## src/rtl/tboom_rename_pkg.sv

```systemverilog
// Shared rename-stage definitions: checkpoint FSM states and the default
// checkpoint depth used by the map table, freelist and checkpoint controller.
package tboom_rename_pkg;

  localparam int DEFAULT_CHECKPOINT_DEPTH = 8;

  typedef enum logic [1:0] {
    IDLE    = 2'd0,
    RESTORE = 2'd1,
    RECOVER = 2'd2
  } ckpt_state_e;

endpackage

```

## src/rtl/tboom_checkpoint_ctrl_if.sv

```systemverilog
// Branch-allocation, resolve and rename-unit control bundle of the checkpoint
// controller. The slave modport is the controller, the master its environment.
interface tboom_checkpoint_ctrl_if
  import tboom_rename_pkg::*;
#(
  parameter int CHECKPOINT_DEPTH = DEFAULT_CHECKPOINT_DEPTH,
  parameter int TAG_WIDTH        = $clog2(CHECKPOINT_DEPTH)
);

  logic                        br_alloc_valid;
  logic                        br_alloc_ready;
  logic [TAG_WIDTH-1:0]        br_alloc_tag;
  logic                        resolve_valid;
  logic [TAG_WIDTH-1:0]        resolve_tag;
  logic                        resolve_mispredict;
  logic                        checkpoint;
  logic                        restore;
  logic [TAG_WIDTH-1:0]        checkpoint_restore_pos;
  logic                        rename_stall;
  logic [CHECKPOINT_DEPTH-1:0] busy_mask;
  logic [TAG_WIDTH:0]          busy_count;

  modport master (
    output br_alloc_valid, resolve_valid, resolve_tag, resolve_mispredict,
    input  br_alloc_ready, br_alloc_tag, checkpoint, restore,
           checkpoint_restore_pos, rename_stall, busy_mask, busy_count
  );

  modport slave (
    input  br_alloc_valid, resolve_valid, resolve_tag, resolve_mispredict,
    output br_alloc_ready, br_alloc_tag, checkpoint, restore,
           checkpoint_restore_pos, rename_stall, busy_mask, busy_count
  );

endinterface

```

## src/rtl/tboom_squash_mask_gen.sv

```systemverilog
// Combinational circular range mask [start, end) over the checkpoint ring.
// When start equals end the ring is either wholly live (full_i) or empty.
module tboom_squash_mask_gen #(
  parameter int DEPTH     = 8,
  parameter int TAG_WIDTH = $clog2(DEPTH)
) (
  input  logic [TAG_WIDTH-1:0] start_tag_i,
  input  logic [TAG_WIDTH-1:0] end_tag_i,
  input  logic                 full_i,
  output logic [DEPTH-1:0]     mask_o
);

  logic [TAG_WIDTH-1:0] span;

  // Slot i is inside the range when its distance from start, taken modulo
  // the ring size, is smaller than the range length.
  always_comb begin
    span   = end_tag_i - start_tag_i;
    mask_o = '0;
    for (int i = 0; i < DEPTH; i++) begin
      if (start_tag_i == end_tag_i) begin
        mask_o[i] = full_i;
      end else begin
        mask_o[i] = (TAG_WIDTH'(i) - start_tag_i) < span;
      end
    end
  end

endmodule

```

## src/rtl/tboom_checkpoint_ctrl.sv

```systemverilog
// Checkpoint/branch-tag controller for the two-wide rename stage.
// Optional performance counters are enabled by defining TBOOM_CKPT_PERF_EN.
module tboom_checkpoint_ctrl
  import tboom_rename_pkg::*;
#(
  parameter int CHECKPOINT_DEPTH = DEFAULT_CHECKPOINT_DEPTH,
  parameter int TAG_WIDTH        = $clog2(CHECKPOINT_DEPTH)
) (
  input  logic        clk,
  input  logic        rst,
`ifdef TBOOM_CKPT_PERF_EN
  output logic [31:0] perf_mispredicts,
  output logic [31:0] perf_full_stall_cycles,
`endif
  tboom_checkpoint_ctrl_if.slave ckpt_if
);

  logic [CHECKPOINT_DEPTH-1:0] busy_q, busy_d;
  logic [TAG_WIDTH-1:0]        tail_q, tail_d;
  logic [TAG_WIDTH-1:0]        restore_tag_q, restore_tag_d;
  ckpt_state_e                 state_q, state_d;

  logic [CHECKPOINT_DEPTH-1:0] squash_mask;
  logic                        tag_live;
  logic                        mispredict_accept;
  logic                        correct_accept;
  logic                        alloc_ready;
  logic                        alloc_fire;
  logic [TAG_WIDTH:0]          live_count;

  assign tag_live          = busy_q[ckpt_if.resolve_tag];
  assign mispredict_accept = ckpt_if.resolve_valid &&  ckpt_if.resolve_mispredict && tag_live;
  assign correct_accept    = ckpt_if.resolve_valid && !ckpt_if.resolve_mispredict && tag_live;
  assign alloc_ready       = !busy_q[tail_q] && (state_q == IDLE) && !mispredict_accept;
  assign alloc_fire        = ckpt_if.br_alloc_valid && alloc_ready;

  // A live tail slot means the ring has wrapped onto the oldest branch, so a
  // mispredict at tag == tail squashes every slot rather than none.
  tboom_squash_mask_gen #(
    .DEPTH    (CHECKPOINT_DEPTH),
    .TAG_WIDTH(TAG_WIDTH)
  ) u_squash_mask_gen (
    .start_tag_i(ckpt_if.resolve_tag),
    .end_tag_i  (tail_q),
    .full_i     (busy_q[tail_q]),
    .mask_o     (squash_mask)
  );

  // NOTE: every signal written here gets a default first, so no path leaves
  // one unassigned and no latch is inferred.
  always_comb begin
    busy_d        = busy_q;
    tail_d        = tail_q;
    restore_tag_d = restore_tag_q;
    state_d       = state_q;

    if (alloc_fire) begin
      busy_d[tail_q] = 1'b1;
      tail_d         = tail_q + TAG_WIDTH'(1);
    end
    if (correct_accept) begin
      busy_d[ckpt_if.resolve_tag] = 1'b0;
    end

    unique case (state_q)
      IDLE:    state_d = IDLE;
      RESTORE: state_d = RECOVER;
      RECOVER: state_d = IDLE;
      default: state_d = IDLE;
    endcase

    if (mispredict_accept) begin
      busy_d        = busy_q & ~squash_mask;
      tail_d        = ckpt_if.resolve_tag;
      restore_tag_d = ckpt_if.resolve_tag;
      state_d       = RESTORE;
    end
  end

  // NOTE: sequential state uses non-blocking assignments so every flop
  // samples the pre-edge values regardless of statement order.
  always_ff @(posedge clk) begin
    if (rst) begin
      busy_q        <= '0;
      tail_q        <= '0;
      restore_tag_q <= '0;
      state_q       <= IDLE;
    end else begin
      busy_q        <= busy_d;
      tail_q        <= tail_d;
      restore_tag_q <= restore_tag_d;
      state_q       <= state_d;
    end
  end

  always_comb begin
    live_count = '0;
    for (int i = 0; i < CHECKPOINT_DEPTH; i++) begin
      live_count = live_count + (TAG_WIDTH + 1)'(busy_q[i]);
    end
  end

  assign ckpt_if.br_alloc_ready         = alloc_ready;
  assign ckpt_if.br_alloc_tag           = tail_q;
  assign ckpt_if.checkpoint             = alloc_fire;
  assign ckpt_if.restore                = (state_q == RESTORE);
  assign ckpt_if.checkpoint_restore_pos = (state_q == RESTORE) ? restore_tag_q : tail_q;
  assign ckpt_if.rename_stall           = (state_q != IDLE);
  assign ckpt_if.busy_mask              = busy_q;
  assign ckpt_if.busy_count             = live_count;

`ifdef TBOOM_CKPT_PERF_EN
  logic [31:0] perf_mispredicts_q;
  logic [31:0] perf_full_stall_q;

  always_ff @(posedge clk) begin
    if (rst) begin
      perf_mispredicts_q <= '0;
      perf_full_stall_q  <= '0;
    end else begin
      if (mispredict_accept) begin
        perf_mispredicts_q <= perf_mispredicts_q + 32'd1;
      end
      if (ckpt_if.br_alloc_valid && (state_q == IDLE) && busy_q[tail_q]) begin
        perf_full_stall_q <= perf_full_stall_q + 32'd1;
      end
    end
  end

  assign perf_mispredicts       = perf_mispredicts_q;
  assign perf_full_stall_cycles = perf_full_stall_q;
`endif

endmodule

```

## src/flat_wrapper.sv

```systemverilog
// flat-port wrapper written by rule: the top's interface ports become plain ports
module tboom_checkpoint_ctrl_flat import tboom_rename_pkg::*;
#(
  parameter int CHECKPOINT_DEPTH = DEFAULT_CHECKPOINT_DEPTH,
  parameter int TAG_WIDTH        = $clog2(CHECKPOINT_DEPTH)
)
  (clk, rst, ckpt_if_br_alloc_valid, ckpt_if_resolve_valid, ckpt_if_resolve_tag, ckpt_if_resolve_mispredict, ckpt_if_br_alloc_ready, ckpt_if_br_alloc_tag, ckpt_if_checkpoint, ckpt_if_restore, ckpt_if_checkpoint_restore_pos, ckpt_if_rename_stall, ckpt_if_busy_mask, ckpt_if_busy_count);
  tboom_checkpoint_ctrl_if #(.CHECKPOINT_DEPTH(CHECKPOINT_DEPTH), .TAG_WIDTH(TAG_WIDTH)) ckpt_if_i ();
  input  logic clk;
  input  logic rst;
  input wire logic [$bits(ckpt_if_i.br_alloc_valid)-1:0] ckpt_if_br_alloc_valid;
  input wire logic [$bits(ckpt_if_i.resolve_valid)-1:0] ckpt_if_resolve_valid;
  input wire logic [$bits(ckpt_if_i.resolve_tag)-1:0] ckpt_if_resolve_tag;
  input wire logic [$bits(ckpt_if_i.resolve_mispredict)-1:0] ckpt_if_resolve_mispredict;
  output wire logic [$bits(ckpt_if_i.br_alloc_ready)-1:0] ckpt_if_br_alloc_ready;
  output wire logic [$bits(ckpt_if_i.br_alloc_tag)-1:0] ckpt_if_br_alloc_tag;
  output wire logic [$bits(ckpt_if_i.checkpoint)-1:0] ckpt_if_checkpoint;
  output wire logic [$bits(ckpt_if_i.restore)-1:0] ckpt_if_restore;
  output wire logic [$bits(ckpt_if_i.checkpoint_restore_pos)-1:0] ckpt_if_checkpoint_restore_pos;
  output wire logic [$bits(ckpt_if_i.rename_stall)-1:0] ckpt_if_rename_stall;
  output wire logic [$bits(ckpt_if_i.busy_mask)-1:0] ckpt_if_busy_mask;
  output wire logic [$bits(ckpt_if_i.busy_count)-1:0] ckpt_if_busy_count;
  assign ckpt_if_i.br_alloc_valid = ckpt_if_br_alloc_valid;
  assign ckpt_if_i.resolve_valid = ckpt_if_resolve_valid;
  assign ckpt_if_i.resolve_tag = ckpt_if_resolve_tag;
  assign ckpt_if_i.resolve_mispredict = ckpt_if_resolve_mispredict;
  assign ckpt_if_br_alloc_ready = ckpt_if_i.br_alloc_ready;
  assign ckpt_if_br_alloc_tag = ckpt_if_i.br_alloc_tag;
  assign ckpt_if_checkpoint = ckpt_if_i.checkpoint;
  assign ckpt_if_restore = ckpt_if_i.restore;
  assign ckpt_if_checkpoint_restore_pos = ckpt_if_i.checkpoint_restore_pos;
  assign ckpt_if_rename_stall = ckpt_if_i.rename_stall;
  assign ckpt_if_busy_mask = ckpt_if_i.busy_mask;
  assign ckpt_if_busy_count = ckpt_if_i.busy_count;
  tboom_checkpoint_ctrl #(.CHECKPOINT_DEPTH(CHECKPOINT_DEPTH), .TAG_WIDTH(TAG_WIDTH)) u_core (.clk(clk), .rst(rst), .ckpt_if(ckpt_if_i));
endmodule
```

## config.mk

```make
export PLATFORM = sky130hd
export DESIGN_NAME = tboom_checkpoint_ctrl_flat
export DESIGN_NICKNAME = d
export VERILOG_FILES = /design/src/rtl/tboom_rename_pkg.sv /design/src/rtl/tboom_checkpoint_ctrl_if.sv /design/src/rtl/tboom_squash_mask_gen.sv /design/src/rtl/tboom_checkpoint_ctrl.sv /design/src/flat_wrapper.sv
export SDC_FILE = /design/constraint.sdc
export NUM_CORES = 1
export LEC_CHECK = 0
export BUFFER_PORTS_ARGS = -buffer_cell sky130_fd_sc_hd__buf_4
export CELL_PAD_IN_SITES_DETAIL_PLACEMENT = 0
export CELL_PAD_IN_SITES_GLOBAL_PLACEMENT = 1
export CORE_MARGIN = 2
export CORE_UTILIZATION = 46
export DETAILED_ROUTE_END_ITERATION = 10
export PLACE_DENSITY = 0.95
export SLEW_MARGIN = 5
export SYNTH_ARGS = -nofsm -noshare
export SYNTH_HDL_FRONTEND = slang
export SYNTH_HIERARCHICAL = 1
export SYNTH_SLANG_ARGS = --single-unit
```

## constraint.sdc

```tcl
create_clock -name clk -period 6.3 [get_ports clk]
set_clock_uncertainty 0.05 [all_clocks]
set_input_delay 1.26 -clock clk [delete_from_list [all_inputs] [get_ports clk]]
set_output_delay 1.26 -clock clk [all_outputs]
set_load 0.01 [all_outputs]
```

==> results.ini <==
[detailed_routing]
drt_iter0_markers=79
drcViolationCount=0
first_pass_iters=4
detail-route-antenna-nets=0
wl_per_cell_um=14.67
vias=1642
avgViaCountPerCell=5.643
wirelength_um=4270

[synthesis]
syn_nets=247
synth.area.top_cells=dfxtp_1 (17%), ha_1 (9.4%), nor2_1 (6.9%)
synth_seq_cells=16
synth_top_area_share_pct=17.26
synth_top_area_cell=dfxtp_1
seq_area_frac_synth_pct=17.26
synth_edf_count=0
synth_top_family_by_area=compound AO/OA/AOI/OAI gates
ys.flop_type=dfxtp_1
netlist_area_mm2=0.001856
synthTopCellsByCount=nor2_1 (34), inv_1 (24), dfxtp_1 (16), ha_1 (14), a21oi_1 (10)
synth.most_common_cell=nor2_1
yosysUniqueCellTypes=53
synth_xor_area_share_pct=5.799
yosys_warnings=6
synth_fa_ha_area_share_pct=16.05
synth_area_per_cell_um2=8.434
synth-compound-area-share_pct=22.79
async_flop_share_pct=0
synthMuxAreaShare_pct=8.699
syn-instance-count=220
synth-simple-area-share_pct=20.16

[status]
outcome=finished clean

[die]
initial_core_util_pct=47.06
io_pins=30
core-area_mm2=0.003943
die-area_mm2=0.004558
num_rows=23
die_width_um=67.51
die_h_um=67.51

[grt]
grt_overflow=0
grt_max_degree=24
met1_usage_pct=26.93
grt_pass1_wl_um=6775
grt_use_total_pct=19.74
grt_antenna_before_repair=0
grtUsageMet2_pct=32.11
grt_use_met3_pct=3.000
grt_pass1_vias=1410
busiest_layer=met2

[cts]
cts.repair.resized=0
clkSinkCount=16
hold_buffers=0
cts_tree=done
clockBufferDepth=2
post_cts_buffers=0
ctsRootBufferMaster=clkbuf_8
htree_levels=1
path_clk_slew_ns=0.07
cts-buffers-inserted=3
clkLatencyLatePin_ns=0.26

[layout]
multi_input_area_mm2=0.001364
syn_to_final_growth_pct=13.89
fin_area_mm2=0.002113
drive_gt1_share_pct=22.41
num_antenna_cells=0
regArea_um2=320.3
final_nets=269
fillers=353

[sta]
min_period_ns=4.370
slew_viol_final=0
fin_setup_tns_ns=0
hold_violations=0
slew_headroom_pct=33.76
setup_slack_ns=1.930
rsz0062_at_grt=false
setup_viol=0
post-route-period-util_pct=69.37
max_freq_mhz=228.8
tightestPinTransition_ns=0.9920

[pwr]
total_power_uw=486.1
max-vdd-ir-drop_mv=0.1442
power.density_mw_per_mm2=230.0
p_leak_nw=0.9276

[critical_path]
required_ns=4.99
path_max_fanout=6
crit_type=flop to output port
cp.arrival_ns=3.06
cp-end-kind=output port
cp-start-kind=flop

[placement]
placed_area_mm2=0.002058
place_hpwl_um=3136
globalplace.congestion=0.8546
io_buffers=29
place_ws_ns=2.210

[run]
max_cap_violations=0

[worst_hold_path]
hold_class=flop to flop

==> report_power, final <==
part           switching [mW]  internal [mW]
Clock                  0.0383         0.0556
Combinational           0.140          0.122
Sequential             0.0219          0.108
Total                   0.200          0.286
==> cells in the final DEF (no fill, tap or decap), types with 3 or more instances in the layout <==
cell type,synthesis,final
a21oi_1,10,10
a22oi_1,4,4
a32oi_1,3,3
buf_4,2,29
clkbuf_8,0,4
dfxtp_1,16,16
fa_1,5,5
ha_1,14,14
inv_1,24,24
mux2_2,3,3
mux2i_1,9,9
nand2_1,6,6
nand2b_1,6,6
nor2_1,34,34
nor2b_1,7,7
nor3_1,6,6
o21ai_0,6,6
o21ai_2,3,3
o221a_1,8,8
o31ai_1,4,4
xnor2_1,5,5
==> flip-flops by register name, summed over array words and instances (netlist names) <==
name and cells:
u_core/ckpt_if.br_alloc_tag 3, u_core/ckpt_if.busy_mask 8, u_core/state_q 2, u_core/restore_tag_q 3
==> critical path, cell delays in order, from the launching register on <==
cell     delay [ns]
dfxtp_1        0.38
fa_1           0.55
inv_1          0.05
fa_1           0.49
fa_1           0.41
inv_1          0.06
ha_1           0.15
inv_1          0.05
fa_1           0.37
xnor2_1        0.15
buf_4          0.14
==> logic make-up after synthesis <==
kind of cell	after synthesis
AND/OR/NAND/NOR	72
AO/OA/AOI/OAI	52
buffers and inverters	37
adder cells (fa/ha/maj)	21
flip-flops	16
multiplexers	14
XOR/XNOR	8
==> layer usage <==
metal  routed length (um)  part of all wire [%]  up-vias
met1                 2006                    47      783
met3                  152                   3.6        5
met2                 2068                    48       33
li1                     -                     -      821
met5                    0                     0        -
met4                   42                  0.98        0
==> final timing paths <==
kind                                                startpoint                          end  slack, ns  cells after the start
worst max register to register  u_core/ckpt_if.br_alloc_tag[0]  u_core/ckpt_if.busy_mask[3]       3.13                     12
worst min register to register         u_core/restore_tag_q[1]      u_core/restore_tag_q[1]       0.45                      2
worst max-delay path               u_core/ckpt_if.busy_mask[0]        ckpt_if_busy_count[2]       1.93                     10
worst min-delay path                   u_core/restore_tag_q[1]      u_core/restore_tag_q[1]       0.45                      2
==> layout make-up <==
type	instances	share of cell area, %
repair buffers	29	10.30
multi-input cells	167	64.54
flip-flops and latches	16	15.16
clock buffers	4	2.605
inverters	25	4.440
well taps	50	2.960
==> through the flow <==
step	hold WS, ns	utilization (%)	std cells
floorplan	0.4097	-	220
global placement	0.4343	52.21	287
detailed placement	0.4416	52.21	287
CTS	0.4548	53.60	291
global route	0.4823	53.60	291
finish	0.4502	53.60	291
(Power assumes the default switching activity.)
